`config.mk`:
```
export PLATFORM = sky130hd
export DESIGN_NAME = pc_next_unit
export DESIGN_NICKNAME = d
export VERILOG_FILES = /design/src/rtl/core_pkg.sv /design/src/rtl/branch_cond.sv /design/src/rtl/pc_next_unit.sv
export SDC_FILE = /design/constraint.sdc
export NUM_CORES = 1
export LEC_CHECK = 0
export CAP_MARGIN = 15
export CORE_ASPECT_RATIO = 0.8
export CORE_UTILIZATION = 25
export DETAILED_ROUTE_END_ITERATION = 16
export HOLD_SLACK_MARGIN = 0.12
export PLACE_DENSITY = 0.5
export RECOVER_POWER = 50
export SLEW_MARGIN = 20
export SYNTH_ARGS = -nofsm -noshare
export SYNTH_HDL_FRONTEND = slang
export SYNTH_SLANG_ARGS = --single-unit
export TNS_END_PERCENT = 1
```
`constraint.sdc`:
```
create_clock -name clk -period 3.67 [get_ports clk]
set_clock_uncertainty 0.15 [all_clocks]
set_input_delay 0.734 -clock clk [delete_from_list [all_inputs] [get_ports clk]]
set_output_delay 0.734 -clock clk [all_outputs]
set_load 0.02 [all_outputs]
```
`src/rtl/core_pkg.sv`:
```
`default_nettype none
// ============================================================================
//  Module      : core_pkg
//  Description : Shared core types and constants: data width, RV32I branch
//                funct3 codes and the PC-stage state encoding.
//  Revision    : 1.0  initial release
// ============================================================================
package core_pkg;

   localparam int XLEN = 32;

   // RV32I conditional-branch funct3 encodings
   localparam logic [2:0] F3_BEQ  = 3'b000;
   localparam logic [2:0] F3_BNE  = 3'b001;
   localparam logic [2:0] F3_BLT  = 3'b100;
   localparam logic [2:0] F3_BGE  = 3'b101;
   localparam logic [2:0] F3_BLTU = 3'b110;
   localparam logic [2:0] F3_BGEU = 3'b111;

   typedef enum logic [1:0] {
      PC_RUN     = 2'd0,
      PC_HALTED  = 2'd1,
      PC_TRAPPED = 2'd2
   } pc_state_t;

endpackage : core_pkg
`default_nettype wire

```
`src/rtl/branch_cond.sv`:
```
`default_nettype none
// ============================================================================
//  Module      : branch_cond
//  Description : Resolves an RV32I conditional branch from funct3 and the ALU
//                flags. The ALU performs SUB for BEQ/BNE (zero flag) and
//                SLT/SLTU for the ordered compares (result bit 0).
//  Revision    : 1.0  initial release
// ============================================================================
module branch_cond
   import core_pkg::*;
(
   input  logic       branch,
   input  logic [2:0] funct3,
   input  logic       zero,
   input  logic       alu_lsb,
   output logic       cond
);

   // Condition is only asserted for a branch instruction; reserved codes never take
   always_comb begin
      cond = 1'b0;
      if (branch) begin
         case (funct3)
            F3_BEQ:           cond = zero;
            F3_BNE:           cond = ~zero;
            F3_BLT, F3_BLTU:  cond = alu_lsb;
            F3_BGE, F3_BGEU:  cond = ~alu_lsb;
            default:          cond = 1'b0;
         endcase
      end
   end

endmodule : branch_cond
`default_nettype wire

```
`src/rtl/pc_next_unit.sv`:
```
`default_nettype none
// ============================================================================
//  Module      : pc_next_unit
//  Description : Program-counter stage of a single-cycle RV32 core. Holds the
//                PC, selects the next PC (PC+4 / branch / JAL / JALR), halts on
//                request, traps on a misaligned target and counts retirements.
//  Revision    : 1.0  initial release
// ============================================================================
module pc_next_unit
   import core_pkg::*;
#(
   parameter logic [XLEN-1:0] RESET_PC = 32'h0000_0000,
   parameter int              CNT_W    = 32
)
(
   input  logic             clk,
   input  logic             reset,
   input  logic             stall,
   input  logic             branch,
   input  logic             jump,
   input  logic             jalr,
   input  logic [2:0]       funct3,
   input  logic [XLEN-1:0]  imm,
   input  logic [XLEN-1:0]  alu_result,
   input  logic             zero,
   input  logic             halt_req,
   input  logic             resume,
   output logic [XLEN-1:0]  pc,
   output logic [XLEN-1:0]  pc_plus4,
   output logic             taken,
   output logic             halted,
   output logic             trapped,
   output logic [XLEN-1:0]  trap_addr,
   output logic [CNT_W-1:0] retired_cnt
);

   pc_state_t        state_q, state_n;
   logic [XLEN-1:0]  pc_q, pc_n;
   logic [XLEN-1:0]  trap_addr_q, trap_addr_n;
   logic [CNT_W-1:0] cnt_q, cnt_n;
   logic [XLEN-1:0]  target;
   logic             cond;
   logic             misaligned;
   logic             retire;

   branch_cond u_branch_cond (
      .branch  (branch),
      .funct3  (funct3),
      .zero    (zero),
      .alu_lsb (alu_result[0]),
      .cond    (cond)
   );

   assign pc_plus4 = pc_q + 32'd4;

   // Next-PC selection; JAL beats JALR beats a taken branch
   always_comb begin
      target = pc_plus4;
      if (jump) begin
         target = pc_q + imm;
      end else if (jalr) begin
         target = {alu_result[XLEN-1:1], 1'b0};
      end else if (cond) begin
         target = pc_q + imm;
      end
      taken      = (state_q == PC_RUN) & (jump | jalr | cond);
      misaligned = (target[1:0] != 2'b00);
   end

   // FSM next-state plus PC, trap-address and counter updates
   always_comb begin
      state_n     = state_q;
      pc_n        = pc_q;
      trap_addr_n = trap_addr_q;
      retire      = 1'b0;
      case (state_q)
         PC_RUN: begin
            if (!stall) begin
               // Alignment fault wins over a halt request in the same cycle
               if (misaligned) begin
                  state_n     = PC_TRAPPED;
                  trap_addr_n = target;
               end else if (halt_req) begin
                  state_n = PC_HALTED;
                  pc_n    = pc_plus4;
                  retire  = 1'b1;
               end else begin
                  pc_n   = target;
                  retire = 1'b1;
               end
            end
         end
         PC_HALTED: begin
            if (resume) begin
               state_n = PC_RUN;
            end
         end
         PC_TRAPPED: begin
            state_n = PC_TRAPPED;
         end
         default: begin
            state_n = PC_RUN;
         end
      endcase
      cnt_n = retire ? (cnt_q + CNT_W'(1)) : cnt_q;
   end

   // FSM state register
   always_ff @(posedge clk) begin
      if (reset) begin
         state_q <= PC_RUN;
      end else begin
         state_q <= state_n;
      end
   end

   // PC, trap address and retire counter registers
   always_ff @(posedge clk) begin
      if (reset) begin
         pc_q        <= RESET_PC;
         trap_addr_q <= '0;
         cnt_q       <= '0;
      end else begin
         pc_q        <= pc_n;
         trap_addr_q <= trap_addr_n;
         cnt_q       <= cnt_n;
      end
   end

   assign pc          = pc_q;
   assign halted      = (state_q == PC_HALTED);
   assign trapped     = (state_q == PC_TRAPPED);
   assign trap_addr   = trap_addr_q;
   assign retired_cnt = cnt_q;

endmodule : pc_next_unit
`default_nettype wire
```
After elaboration in Yosys (flattened, before gate mapping)

Index checks and enable logic that the tools add are counted.
W data, S select, Z words.

Register bits after elaboration: 98
Bits of input ports: 76
Logic and storage cells: 46

Add/subtract/negate cells: 3
Equal/unequal tests: 10
Muxes and demuxes: 14
Bitwise operators: 7
Reductions and logical operators: 8

Operators with widths:

| operator                | number |
|---|---|
| $mux W32                | 4 |
| $add A32 B1 Y32 const B | 1 |
| $add A32 B3 Y32 const B | 1 |
| $add A32 B32 Y32        | 1 |
| $eq A3 B3 Y1 const B    | 4 |
| $reduce_and A3 Y1       | 3 |
| $mux W2                 | 4 |
| $pmux W2 S3             | 1 |
| $mux W1                 | 4 |
| $ne A2 B2 Y1 const B    | 2 |
| $not A1 Y1              | 4 |
| $pmux W1 S4             | 1 |
| $reduce_or A2 Y1        | 2 |
| $eq A3 B1 Y1 const B    | 1 |
| $logic_not A3 Y1        | 1 |
| $ne A3 B3 Y1 const B    | 1 |
| $eq A2 B1 Y1 const B    | 1 |
| $eq A2 B2 Y1 const B    | 1 |
| $logic_not A2 Y1        | 1 |
| $or A1 B1 Y1            | 2 |
| $reduce_bool A2 Y1      | 1 |
| $and A1 B1 Y1           | 1 |

Logic depth before layout (Yosys ltp)

Gate-level depths: netlist of run 1.

Word-level depth: 11
Gate-level depth with buffers: 13
Mapped depth without buffers: 12

Modules after synthesis

Synthesis of run 1 repeated with hierarchy kept, for this count alone.

Cell total of the unflattened synthesis: 923
Area, all modules: 7095.6 sq um

By module, submodules not included:

| module       | times used | cells an instance | area each (sq um) | sequential area each (sq um) |
|---|---|---|---|---|
| pc_next_unit | 1          | 918               | 7060.5            | 1961.9 |
| branch_cond  | 1          | 5                 | 35.0              | 0.0 |

Least setup slack after synthesis of run 1

No wires, ideal clock.

Path type: in2reg
Start point: input imm[0]
End point: register pc_q[30] (netlist: pc[30])
Library setup time: 0.096 ns
Arrival time: 3.182 ns
Data required time: 3.424 ns
Slack: 0.242 ns
Stages on the path: 12
Cells stage by stage: ha_1 inv_1 fa_1 and2b_1 o2111ai_2 a31o_1 a21oi_2 a221o_2 nand3_2 or4b_1 and3_4 o41ai_2

Word-level cells in the longest chain between the ends: 7
Elaborated cells between the ends (all ways): 8

Ends and longest elaborated chain:

| what                        | RTL line                               | text |
|---|---|---|
| start, declared             | pc_next_unit.sv:23                     | `input logic [XLEN-1:0] imm,` |
| $add A32 B32 Y32 (*)        | pc_next_unit.sv:60, pc_next_unit.sv:64 |  |
| $mux W32                    | pc_next_unit.sv:63                     | `end else if (cond) begin` |
| $mux W32                    | pc_next_unit.sv:61                     | `end else if (jalr) begin` |
| $mux W32 (*)                | pc_next_unit.sv:59                     | `if (jump) begin` |
| $reduce_bool A2 Y1          | pc_next_unit.sv:67                     | `misaligned = (target[1:0] != 2'b00);` |
| $not A1 Y1 (no line)        | -                                      |  |
| $reduce_and A3 Y1 (no line) | -                                      |  |
| end signal, assigned        | pc_next_unit.sv:124                    | `pc_q <= pc_n;` |
| end, declared               | pc_next_unit.sv:38                     | `logic [XLEN-1:0] pc_q, pc_n;` |

Every way passes the cells marked *; elsewhere a longest branch is shown, timed or not.
A chain may end at the register's enable or synchronous reset.

Worst setup path after layout of run 1

Start point: register pc_q[12] (netlist: pc[12])
End point: output pc_plus4[26]

Word-level cells in the longest chain between the ends: 1

Ends and longest elaborated chain:

| what            | RTL line           | text |
|---|---|---|
| $add A32 B3 Y32 | pc_next_unit.sv:54 | `assign pc_plus4 = pc_q + 32'd4;` |
| end, declared   | pc_next_unit.sv:29 | `output logic [XLEN-1:0] pc_plus4,` |

Every way passes these cells.

==> summary.txt, run 1 <==
Outcome
  – Outcome: complete, no violations

Routing
  – Pre-antenna DRT Iters: 8
  – Vias per cell: 5.07
  – WL final: 31.4 mm
  – DRC: 0
  – 1st-iter DRT viols: 593
  – Routed len/inst: 19.1 um
  – DR vias: 8327
  – Post-DRT Antenna Nets: 0

Pwr
  – Leakage: 4.79 nW
  – Pwr Density: 298 nW/um^2
  – Peak VDD IR: 0.187 mV

Yosys
  – Number of synthesized flops with an enable pin: 0
  – Area of the mapped netlist: about 7400 um^2
  – Post-synthesis adder-cell area fraction: 0.0587
  – Commonest cells in the netlist: 118 x nor2_1, 110 x nand2_1, 98 x dfxtp_1, 73 x a21oi_1, 47 x xor2_1
  – Synth Area in Compound Gates: 0.248
  – Seq cells post-synth: 98
  – Most common cell in the netlist: nor2_1
  – Ys flop type: dfxtp_1
  – Multiplexer share of the synthesized area: 0.0100
  – Part of the Yosys area used for sequential elements: 0.266
  – Yosys cell types: 98
  – Synthesized instance count: 953
  – Ys Warns: 0
  – Top-area cell type share of the netlist area: 0.266
  – Syn nets: 1063
  – Largest family of logic cells by synthesized area: simple AND/OR/NAND/NOR gates
  – Synth top area cells: dfxtp_1 27%, nor2_1 6.0%, ha_1 5.6%
  – FFs w/ async S/R, synth: 0
  – Largest area contributor in the netlist: dfxtp_1
  – Avg Cell Area, Syn: just under 8 um^2
  – Post-Synth XOR/XNOR Area: 0.103
  – Post-synthesis simple-gate area fraction: 0.253

Timing
  – RSZ-0062 raised after global routing: yes
  – Worst Tran Pin Value: 0.942 ns
  – Worst hold slack: 0.306 ns
  – Fin crit share: 0.981
  – Max Slew Vio Count: 0
  – Fmax: approximately 0.28 GHz
  – Slew headroom: 0.372
  – Hold Vio Cnt, Final: 0
  – Setup-failing EPs final: 0
  – Final Critical Period: 3.60 ns

Worst setup path
  – Worst path arrival time: 2.72 ns
  – Critical Path Sink Type: primary output
  – CP Data Required Time: around 2.8 ns
  – WS Path Type: flop to primary output
  – Maximum fanout along the worst path: 8
  – Worst setup SP type: flop

Placed design
  – Buffers on Ports: 206
  – Cell Area, Placed: ~11000 um^2
  – Post-DP HPWL: ~25 mm
  – GPL Wtd Cong: around 0.90
  – Inst Count DP: 1624

GRT
  – Largest net degree at the start of global routing: 55
  – Antenna violations before repair: 1
  – Grt ovf: 0
  – Total track usage: 0.205
  – First-pass GRT wire length: 47.9 mm
  – Vias in the first global route: 8083

Floorplanning
  – Initial Utilization: 0.258
  – Chip width: 194 um
  – Core footprint: approximately 29000 um^2
  – Total die area: 30200 um^2
  – # IOs: 207
  – Die height: approximately 160 um
  – # rows: 55

Clock network
  – CTS buffer count: 9
  – Clock Pin Slew Worst Setup and Hold Paths: 0.08 ns
  – Root buffer cell: clkbuf_16
  – TritonCTS clock tree: done
  – CTS Buffer Depth: 2
  – Clk_lat worst skew: 0.36 ns
  – Clk sinks: 98
  – Post-CTS Hold Buffers: 0
  – # H-tree levels: 3

Final layout
  – Area Growth Syn to Fin: 51.1%
  – Fin area: around 11000 um^2
  – Util after Layout: 0.389
  – Layout cells sized above 1: 0.178
  – Post-route non-filler standard cell count: 1642
  – Layout Nets: 1377
  – Antenna Cells: 0

Worst hold path
  – Hold crit path type: flop to flop

Run
  – Total of max-cap violations: 0
[path summary, 6_finish.rpt]
| path | depth (start not counted) | slack (ns) | to | from |
|---|---|---|---|---|
| setup / recovery | 6 | 0.07 | pc_plus4[26] | pc[12]$_SDFFE_PP0P_ |
| hold / removal | 2 | 0.31 | trap_addr[0]$_SDFFE_PP0P_ | trap_addr[0]$_SDFFE_PP0P_ |
| setup reg to reg | 12 | 0.28 | pc[30]$_SDFFE_PP0P_ | pc[0]$_SDFFE_PP0P_ |
| hold reg to reg | 2 | 0.31 | trap_addr[0]$_SDFFE_PP0P_ | trap_addr[0]$_SDFFE_PP0P_ |
[final cells by class]
| cell class | count | area (um^2) |
|---|---|---|
| fillers | 3008 | 17500 |
| multi-input cells | 772 | 5090 |
| repair buffers | 359 | 3240 |
| flip-flops and latches | 98 | 1970 |
| well taps | 370 | 463 |
| clock buffers | 9 | 225 |
| inverters | 27 | 101 |
| clock inverters | 7 | 58.8 |
[cells by family after synthesis]
group | Yosys count
compound gates | 263
flops | 98
fa+ha+maj | 34
buf+inv | 83
xor+xnor | 87
simple gates | 381
mux | 7
[power by group]
group,switching (W),leakage (nW),internal [W]
clock,0.000482,0.139,0.000474
combinational,0.000667,3.86,0.000534
sequential,0.0000431,0.798,0.00112
total,0.00119,4.79,0.00213
[state kept, by name, indices dropped and copies added (netlist names)]
signal       cells
pc              32
retired_cnt     32
state_q          2
trap_addr       32
[critical path: stages, from the launching register on]
cell and delay (ns):
dfxtp_1 0.46, nand4_1 0.28, nor4_4 0.27, buf_4 0.24
nand3_1 0.19, xnor2_2 0.26, clkdlybuf4s50_1 0.65
[repair_timing]
item,CTS,global route
setup buffers,0,2
gates resized for setup,7,26
pin swaps,3,11
setup endpoints to repair,7,27
endpoints found under the hold margin,0,0
[layout by cell type, fill, tap and decap left out, drive strengths merged, types with 18 or more instances in the layout]
| master | n |
|---|---|
| a211oi | 19 |
| a21oi | 75 |
| buf | 151 |
| clkdlybuf4s50 | 90 |
| dfxtp | 98 |
| dlygate4sd3 | 102 |
| ha | 33 |
| inv | 30 |
| nand2 | 111 |
| nand3 | 43 |
| nand4 | 18 |
| nor2 | 120 |
| nor3 | 27 |
| o21ai | 47 |
| xnor2 | 40 |
| xor2 | 47 |
[per-stage QoR]
step | setup slack, ns | TNS, ns | power, W
final | 0.0707 | 0 | 0.00332
after global routing | -0.0252 | -0.0487 | 0.00349
after CTS | -0.0616 | -0.0719 | 0.00337
after detailed placement | -0.478 | -9.42 | 0.00240
after global placement | -0.411 | -7.71 | 0.00240
after floorplan | 0.242 | 0 | 0.00181
[routing by layer]
layer / track usage / vias up / wire, um
met5: 0 / - / 13
met4: 0.0525 / 2 / 578
met3: 0.0359 / 39 / 2090
met2: 0.317 / 295 / 13600
met1: 0.293 / 3889 / 15100
li1: - / 4102 / -
Power figures use the tool's default switching activity.
==> run 2, diff against run 1 <==
- PLACE_DENSITY: 0.5 -> 0.52
- clock period: 3.67 -> 3.1 ns (I/O delays scaled with it)
==> run 2 against run 1 <==
  * The run now ends with negative setup slack left
  * Via count rose by 6.0%
  * First-iteration DRC count shrank 18%
  * Flip-flop and latch count stayed put
  * Critical path depth is 8 higher
  * Combinational power up 31%
  * Largest cell class unchanged
==> summary.txt, run 2 (synthesis results as in run 1) <==
Worst setup path
  – FF-to-FF setup slack: -0.05 ns (-0.33 ns)
  – CP startpoint: imm[9]
  – Worst path max stage delay: 0.43 ns (-0.22 ns)
  – Critical path cell sequence: clkdlybuf4s50_1 -> ha_1 -> a21oi_2 -> buf_4 -> nand3_1 -> nor2_1 -> a21oi_2 -> a221o_2 -> buf_4 -> a211o_2 -> o311ai_0 -> buf_4 -> buf_4 -> a221o_1
  – FF-to-FF End: pc[26]$_SDFFE_PP0P_
  – Buf+Inv Stages, Crit Path: 5 (+3)
  – Critical Path Sink Type: flop
  – R2r startpoint: pc[0]$_SDFFE_PP0P_
  – Maximum fanout along the worst path: 4 (-4)
  – CP Data Required Time: 3.26 ns (+0.47 ns)
  – CP most frequent cell: buf_4
  – CP endpoint: pc[26]$_SDFFE_PP0P_
  – Worst setup SP type: input port
  – Worst path arrival time: 3.38 ns (+0.66 ns)
  – CP Depth: 14 (+8)
  – Worst path top cell family by delay: compound AO/OA/AOI/OAI gates
  – WS Path Type: input port to flop
  – Slowest CP cell: clkdlybuf4s50_1
  – R2R depth: 14 (+2)

GRT
  – Total track usage: 0.213 (+0.00796)
  – Largest net degree at the start of global routing: 55 (unchanged)
  – Grt ovf: 0 (unchanged)
  – Antenna violations before repair: 1 (unchanged)
  – First-pass GRT wire length: 50.0 mm (+4.5%)
  – Vias in the first global route: 8660 (+7.1%)

Final layout
  – Area occupied by multi-input gates: 5410 um^2 (+6.2%)
  – Layout Nets: 1471 (+6.8%)
  – Fillers: 2914 (-3.1%)
  – Most frequent cells in the layout: 244 x buf_4, 114 x nor2_1, 108 x nand2_1
  – Storage element area: 1980 um^2 (+0.64%)
  – Util after Layout: 0.427 (+0.0374)
  – Layout cells sized above 1: 0.282 (+0.103)
  – Most common cell after layout, fill and taps aside: buf_4
  – Antenna Cells: 0 (unchanged)
  – Area Growth Syn to Fin: 65.6%

Clock network
  – TritonCTS clock tree: done
  – Post-CTS Hold Buffers: 0 (unchanged)
  – Clk sinks: 98 (unchanged)
  – Root buffer cell: clkbuf_16
  – CTS Buffer Depth: 2 (unchanged)
  – # H-tree levels: 3 (unchanged)
  – Clk_lat worst skew: 0.37 ns (about the same)
  – Clock Pin Slew Worst Setup and Hold Paths: 0.07 ns (about the same)
  – CTS buffer count: 9 (unchanged)

Run
  – Total of max-cap violations: 0 (unchanged)

Timing
  – RSZ-0062 raised after global routing: yes
  – Hold Vio Cnt, Final: 0 (unchanged)
  – PnR worst setup slack: -0.115 ns (-0.186 ns)
  – Fmax: 0.311 GHz
  – Max Slew Vio Count: 0 (unchanged)
  – Worst hold slack: 0.302 ns (-0.00364 ns)
  – Worst Tran Pin Value: 0.686 ns (-0.256 ns)
  – Slew headroom: 0.542 (+0.171)
  – Final Critical Period: about 3.2 ns
  – Fin crit share: 1.04
  – Setup-failing EPs final: 6 (+6)

Pwr
  – Tot Pwr: 0.00413 W (+25%)
  – Peak VDD IR: 0.269 mV (+44%)
  – Pwr Density: 338 nW/um^2 (+14%)
  – Leakage: 5.39 nW (+12%)

Placed design
  – GPL Wtd Cong: 0.920 (+2.0%)
  – Post-DP HPWL: 25.6 mm (+3.5%)
  – Buffers on Ports: 206 (unchanged)

Floorplanning
  – Chip width: 194 um (unchanged)
  – Initial Utilization: 0.258 (unchanged)
  – # IOs: 207 (unchanged)
  – Die height: 156 um (unchanged)
  – # rows: 55 (unchanged)
  – Core footprint: 28600 um^2 (unchanged)
  – Total die area: 30200 um^2 (unchanged)

Outcome
  – Outcome: finished with violations
  – Failing checks: negative setup slack

Routing
  – DRC: 0 (unchanged)
  – 1st-iter DRT viols: 485 (-18%)
  – WL final: 32.7 mm (+4.3%)
  – DR vias: 8830 (+6.0%)
  – Post-DRT Antenna Nets: 0 (unchanged)
  – Pre-antenna DRT Iters: 5 (-3)
  – Routed len/inst: 18.9 um (-1.3%)
  – Vias per cell: 5.09 (+0.30%)

Worst hold path
  – Hold crit path type: flop to flop
-- run 2: changes by cell type in the layout (fill, tap and decap cells not counted), moves of 6 or more --
cell	delta
buf_4	+96
clkdlybuf4s50_1	-22
dlygate4sd2_1	+15
ha_1	-9
ha_4	+9
a21oi_1	-8
a21oi_2	+7
o21ai_0	-7
clkdlybuf4s15_2	+6
dfxtp_1	-6
-- run 2: worst min-delay path: stages (launching register included) --
cell and delay, ns:
dfxtp_1 0.31, nand2_1 0.05, a21oi_1 0.05
-- run 2: timing repair --
item | in CTS | in global routing
buffers inserted | 4 | 5
resized for setup | 78 | 66
setup endpoints to repair | 117 | 51
endpoints found under the hold margin | 0 | 0
pin swaps | 19 | 33
-- run 2: how the worst min path moves through the flow --
stage	cells after the start	slack, ns	endpoint	start
3_3_place_gp	2	0.30	trap_addr[13]$_SDFFE_PP0P_	trap_addr[13]$_SDFFE_PP0P_
2_1_floorplan	1	0.31	state_q[1]$_SDFFE_PP0P_	state_q[0]$_SDFFE_PP0P_
4_1_cts	2	0.31	trap_addr[8]$_SDFFE_PP0P_	trap_addr[8]$_SDFFE_PP0P_
5_1_grt	2	0.32	trap_addr[1]$_SDFFE_PP0P_	trap_addr[1]$_SDFFE_PP0P_
3_5_place_dp	2	0.30	trap_addr[8]$_SDFFE_PP0P_	trap_addr[8]$_SDFFE_PP0P_
6_report	2	0.30	trap_addr[8]$_SDFFE_PP0P_	trap_addr[8]$_SDFFE_PP0P_
-- run 2: cell type report --
cell class | count | share of cell area
Clock buffer | 11 | 0.0190
Clock inverter | 5 | 0.00502
Inverter | 27 | 0.00829
Sequential cell | 98 | 0.162
Multi-Input combinational cell | 772 | 0.443
Timing Repair Buffer | 453 | 0.325
Tap cell | 370 | 0.0379
-- run 2: routing by layer --
metal	vias up	global-route usage	routed length, um
met2	316	0.348	14900
met1	4186	0.291	15400
met3	33	0.0346	1900
met4	2	0.0556	508
met5	-	0	12
li1	4293	-	-
-- run 2: where the power goes --
group	total [W]	switching [W]	internal [W]
Sequential	0.00138	0.0000608	0.00132
Clock	0.00118	0.000545	0.000634
Combinational	0.00157	0.000832	0.000739
Total	0.00413	0.00144	0.00270
-- run 2: stage by stage --
step           TNS (ns)  worst slack (ns)  instance area [um^2]  std cells
3_3_place_gp     -53.60            -0.892                 11400       1711
2_1_floorplan    -0.250            -0.139                  7390        953
4_1_cts          -0.648            -0.160                 11900       1731
3_5_place_dp     -55.21            -0.912                 11400       1711
5_1_grt           -1.92            -0.192                 12200       1736
6_report         -0.296            -0.115                 12200       1736
==> run 3, diff against run 2 <==
- DONT_BUFFER_PORTS: default -> 1
- PLACE_DENSITY: 0.52 -> 0.42
==> run 3 against run 2 <==
  * The flow still finishes with violations (negative setup slack)
  * Non-clock buffer count down 259
  * Combinational power down 29%
  * Clock-buffer cell count down 2
  * Routed wire length down 2.6%
  * Total power down 5.5%
  * First-iteration DRC count up 9.5%
  * Design area down 22%
  * Register-to-register slack better by 0.05 ns
  * Final cell count down 15%
  * Worst hold slack worse by 0.13 ns
==> summary.txt, run 3 (synthesis results as in run 1) <==
Timing
  – Worst Tran Pin Value: 0.767 ns (+0.0810 ns)
  – Slew headroom: 0.485 (-0.0572)
  – Fin crit share: 1.00 (-0.0341)
  – PnR worst setup slack: -0.00940 ns (+0.106 ns)
  – Fmax: 0.322 GHz (+3.4%)
  – Final Critical Period: 3.11 ns (-0.106 ns)
  – Hold Vio Cnt, Final: 0 (unchanged)
  – RSZ-0062 raised after global routing: yes
  – Setup-failing EPs final: 2 (-4)
  – Max Slew Vio Count: 0 (unchanged)

Clock network
  – Clk_lat worst skew: 0.37 ns (about the same)
  – Clk sinks: 98 (unchanged)
  – CTS buffer count: 9 (unchanged)
  – TritonCTS clock tree: done
  – # H-tree levels: 3 (unchanged)
  – CTS Buffer Depth: 2 (unchanged)
  – Clock Pin Slew Worst Setup and Hold Paths: 0.08 ns (about the same)
  – Root buffer cell: clkbuf_16

Final layout
  – Most common cell after layout, fill and taps aside: buf_4
  – Layout cells sized above 1: 0.231 (-0.0504)
  – Most frequent cells in the layout: 166 x buf_4, 118 x nor2_1, 109 x nand2_1
  – Layout Nets: 1212 (-18%)
  – Area Growth Syn to Fin: 28.5%

Routing
  – Post-DRT Antenna Nets: 0 (unchanged)
  – WL final: 31.9 mm (-2.6%)
  – 1st-iter DRT viols: 531 (+9.5%)
  – DR vias: 7682 (-13%)
  – Vias per cell: 5.20 (+2.3%)
  – DRC: 0 (unchanged)
  – Pre-antenna DRT Iters: 5 (unchanged)
  – Routed len/inst: 21.6 um (+14%)

Worst setup path
  – WS Path Type: flop to primary output
  – Critical Path Sink Type: primary output
  – FF-to-FF End: pc[30]$_SDFFE_PP0P_
  – CP endpoint: pc_plus4[27]
  – Worst path arrival time: 2.34 ns (-1.04 ns)
  – CP Data Required Time: 2.33 ns (-0.93 ns)
  – R2r startpoint: pc[0]$_SDFFE_PP0P_
  – CP startpoint: pc[4]$_SDFFE_PP0P_
  – FF-to-FF setup slack: 0 ns (+0.05 ns)
  – R2R depth: 12 (-2)
  – Maximum fanout along the worst path: 8 (+4)
  – Worst setup SP type: flop

Pwr
  – Int Pwr: 0.00258 W (-4.3%)
  – Logic pwr share: 0.284 (-0.096)
  – Peak VDD IR: 0.291 mV (+8.1%)
  – Share of power burned in registers: 0.369 (+0.034)
  – Switching part of the total: 0.340 (-0.00805)
  – Leakage: 3.82 nW (-29%)
  – Clock Power Share: 0.347 (+0.062)
  – Pwr Density: 412 nW/um^2 (+22%)
  – P_sw: 0.00133 W (-7.6%)
  – Tot Pwr: 0.00391 W (-5.5%)

GRT
  – Vias in the first global route: 7492 (-13%)
  – Largest net degree at the start of global routing: 108 (+96%)
  – Grt ovf: 0 (unchanged)
  – Antenna violations before repair: 2 (+1)
  – Total track usage: 0.211 (-0.00249)
  – First-pass GRT wire length: 48.0 mm (-4.1%)

Floorplanning
  – Die height: 156 um (unchanged)
  – Chip width: 194 um (unchanged)
  – # rows: 55 (unchanged)
  – Initial Utilization: 0.258 (unchanged)
  – # IOs: 207 (unchanged)
  – Core footprint: 28600 um^2 (unchanged)
  – Total die area: 30200 um^2 (unchanged)

Run
  – Total of max-cap violations: 0 (unchanged)

Placed design
  – Post-DP HPWL: 24.5 mm (-4.6%)
  – Pre-CTS setup slack: -0.371 ns (+0.541 ns)
  – Buffers on Ports: 0 (-100%)
  – GPL Wtd Cong: 0.884 (-3.8%)

Worst hold path
  – Hold crit path type: input port to flop
  – WHS Path Cells: 1 (-1)

Outcome
  – Failing checks: negative setup slack
  – Outcome: finished with violations
## run 3: changes by cell type in the layout (fill, tap and decap cells not counted), sizes merged, moves of 6 or more
cell	delta
dlygate4sd2	-17
dlymetal6s2s	-8
clkdlybuf4s50	-68
clkdlybuf4s15	-6
dlygate4sd3	-99
buf	-75
clkbuf	+12
## run 3: worst min path at each step
stage,startpoint,endpoint
global route,reset,pc[31]$_SDFFE_PP0P_
finish,reset,trap_addr[31]$_SDFFE_PP0P_
global placement,state_q[0]$_SDFFE_PP0P_,state_q[1]$_SDFFE_PP0P_
floorplan,state_q[0]$_SDFFE_PP0P_,state_q[1]$_SDFFE_PP0P_
detailed placement,state_q[0]$_SDFFE_PP0P_,state_q[1]$_SDFFE_PP0P_
CTS,reset,trap_addr[31]$_SDFFE_PP0P_
## run 3: area by class of cell
type / instances / area [um^2]
diodes: 1 / 2.50
flip-flops and latches: 98 / 1970
clock buffers: 9 / 225
inverters: 27 / 101
well taps: 370 / 463
repair buffers: 194 / 1490
clock inverters: 6 / 114
fillers: 3096 / 19100
multi-input cells: 772 / 5120
## run 3: critical path: stages, from the launching register on
cell and delay [ns]:
dfxtp_1 0.35, buf_4 0.21, nand4_1 0.11, buf_4 0.17, nor4_4 0.27, buf_6 0.20, nand4_1 0.24, xnor2_2 0.25
buf_4 0.17
## run 3: timing repair
item / in CTS / in global routing
pin swaps: 7 / 15
buffers inserted: 6 / 2
resized for setup: 10 / 25
setup endpoints to repair: 12 / 38
hold endpoints to repair: 0 / 0
hold buffers: 0 / 0
## run 3: routing by layer
metal / routed length, um / GRT usage / part of all wire
met1: 15200 / 0.286 / 0.48
met2: 13800 / 0.327 / 0.43
met3: 2260 / 0.0605 / 0.071
met4: 519 / 0.0518 / 0.016
met5: 13 / 0 / 0.00041
## run 3: power groups by stage
stage          combinational, W  clock (W)  sequential (W)
6_report                0.00111    0.00136         0.00144
5_1_grt                 0.00122    0.00145         0.00145
4_1_cts                 0.00111    0.00140         0.00145
3_5_place_dp            0.00110          0         0.00148
3_3_place_gp            0.00110          0         0.00147
2_1_floorplan          0.000656          0         0.00148
## run 3: metrics by stage
| step | TNS [ns] | area [um^2] | cells | hold slack [ns] | utilization |
|---|---|---|---|---|---|
| global route | -1.17 | 9480 | 1476 | 0.154 | 0.331 |
| floorplan | -0.250 | 7390 | 953 | 0.312 | - |
| detailed placement | -5.24 | 9010 | 1453 | 0.358 | 0.315 |
| finish | -0.0100 | 9480 | 1477 | 0.168 | 0.331 |
| global placement | -4.87 | 9010 | 1453 | 0.343 | 0.315 |
| CTS | -0.210 | 9440 | 1474 | 0.153 | 0.330 |
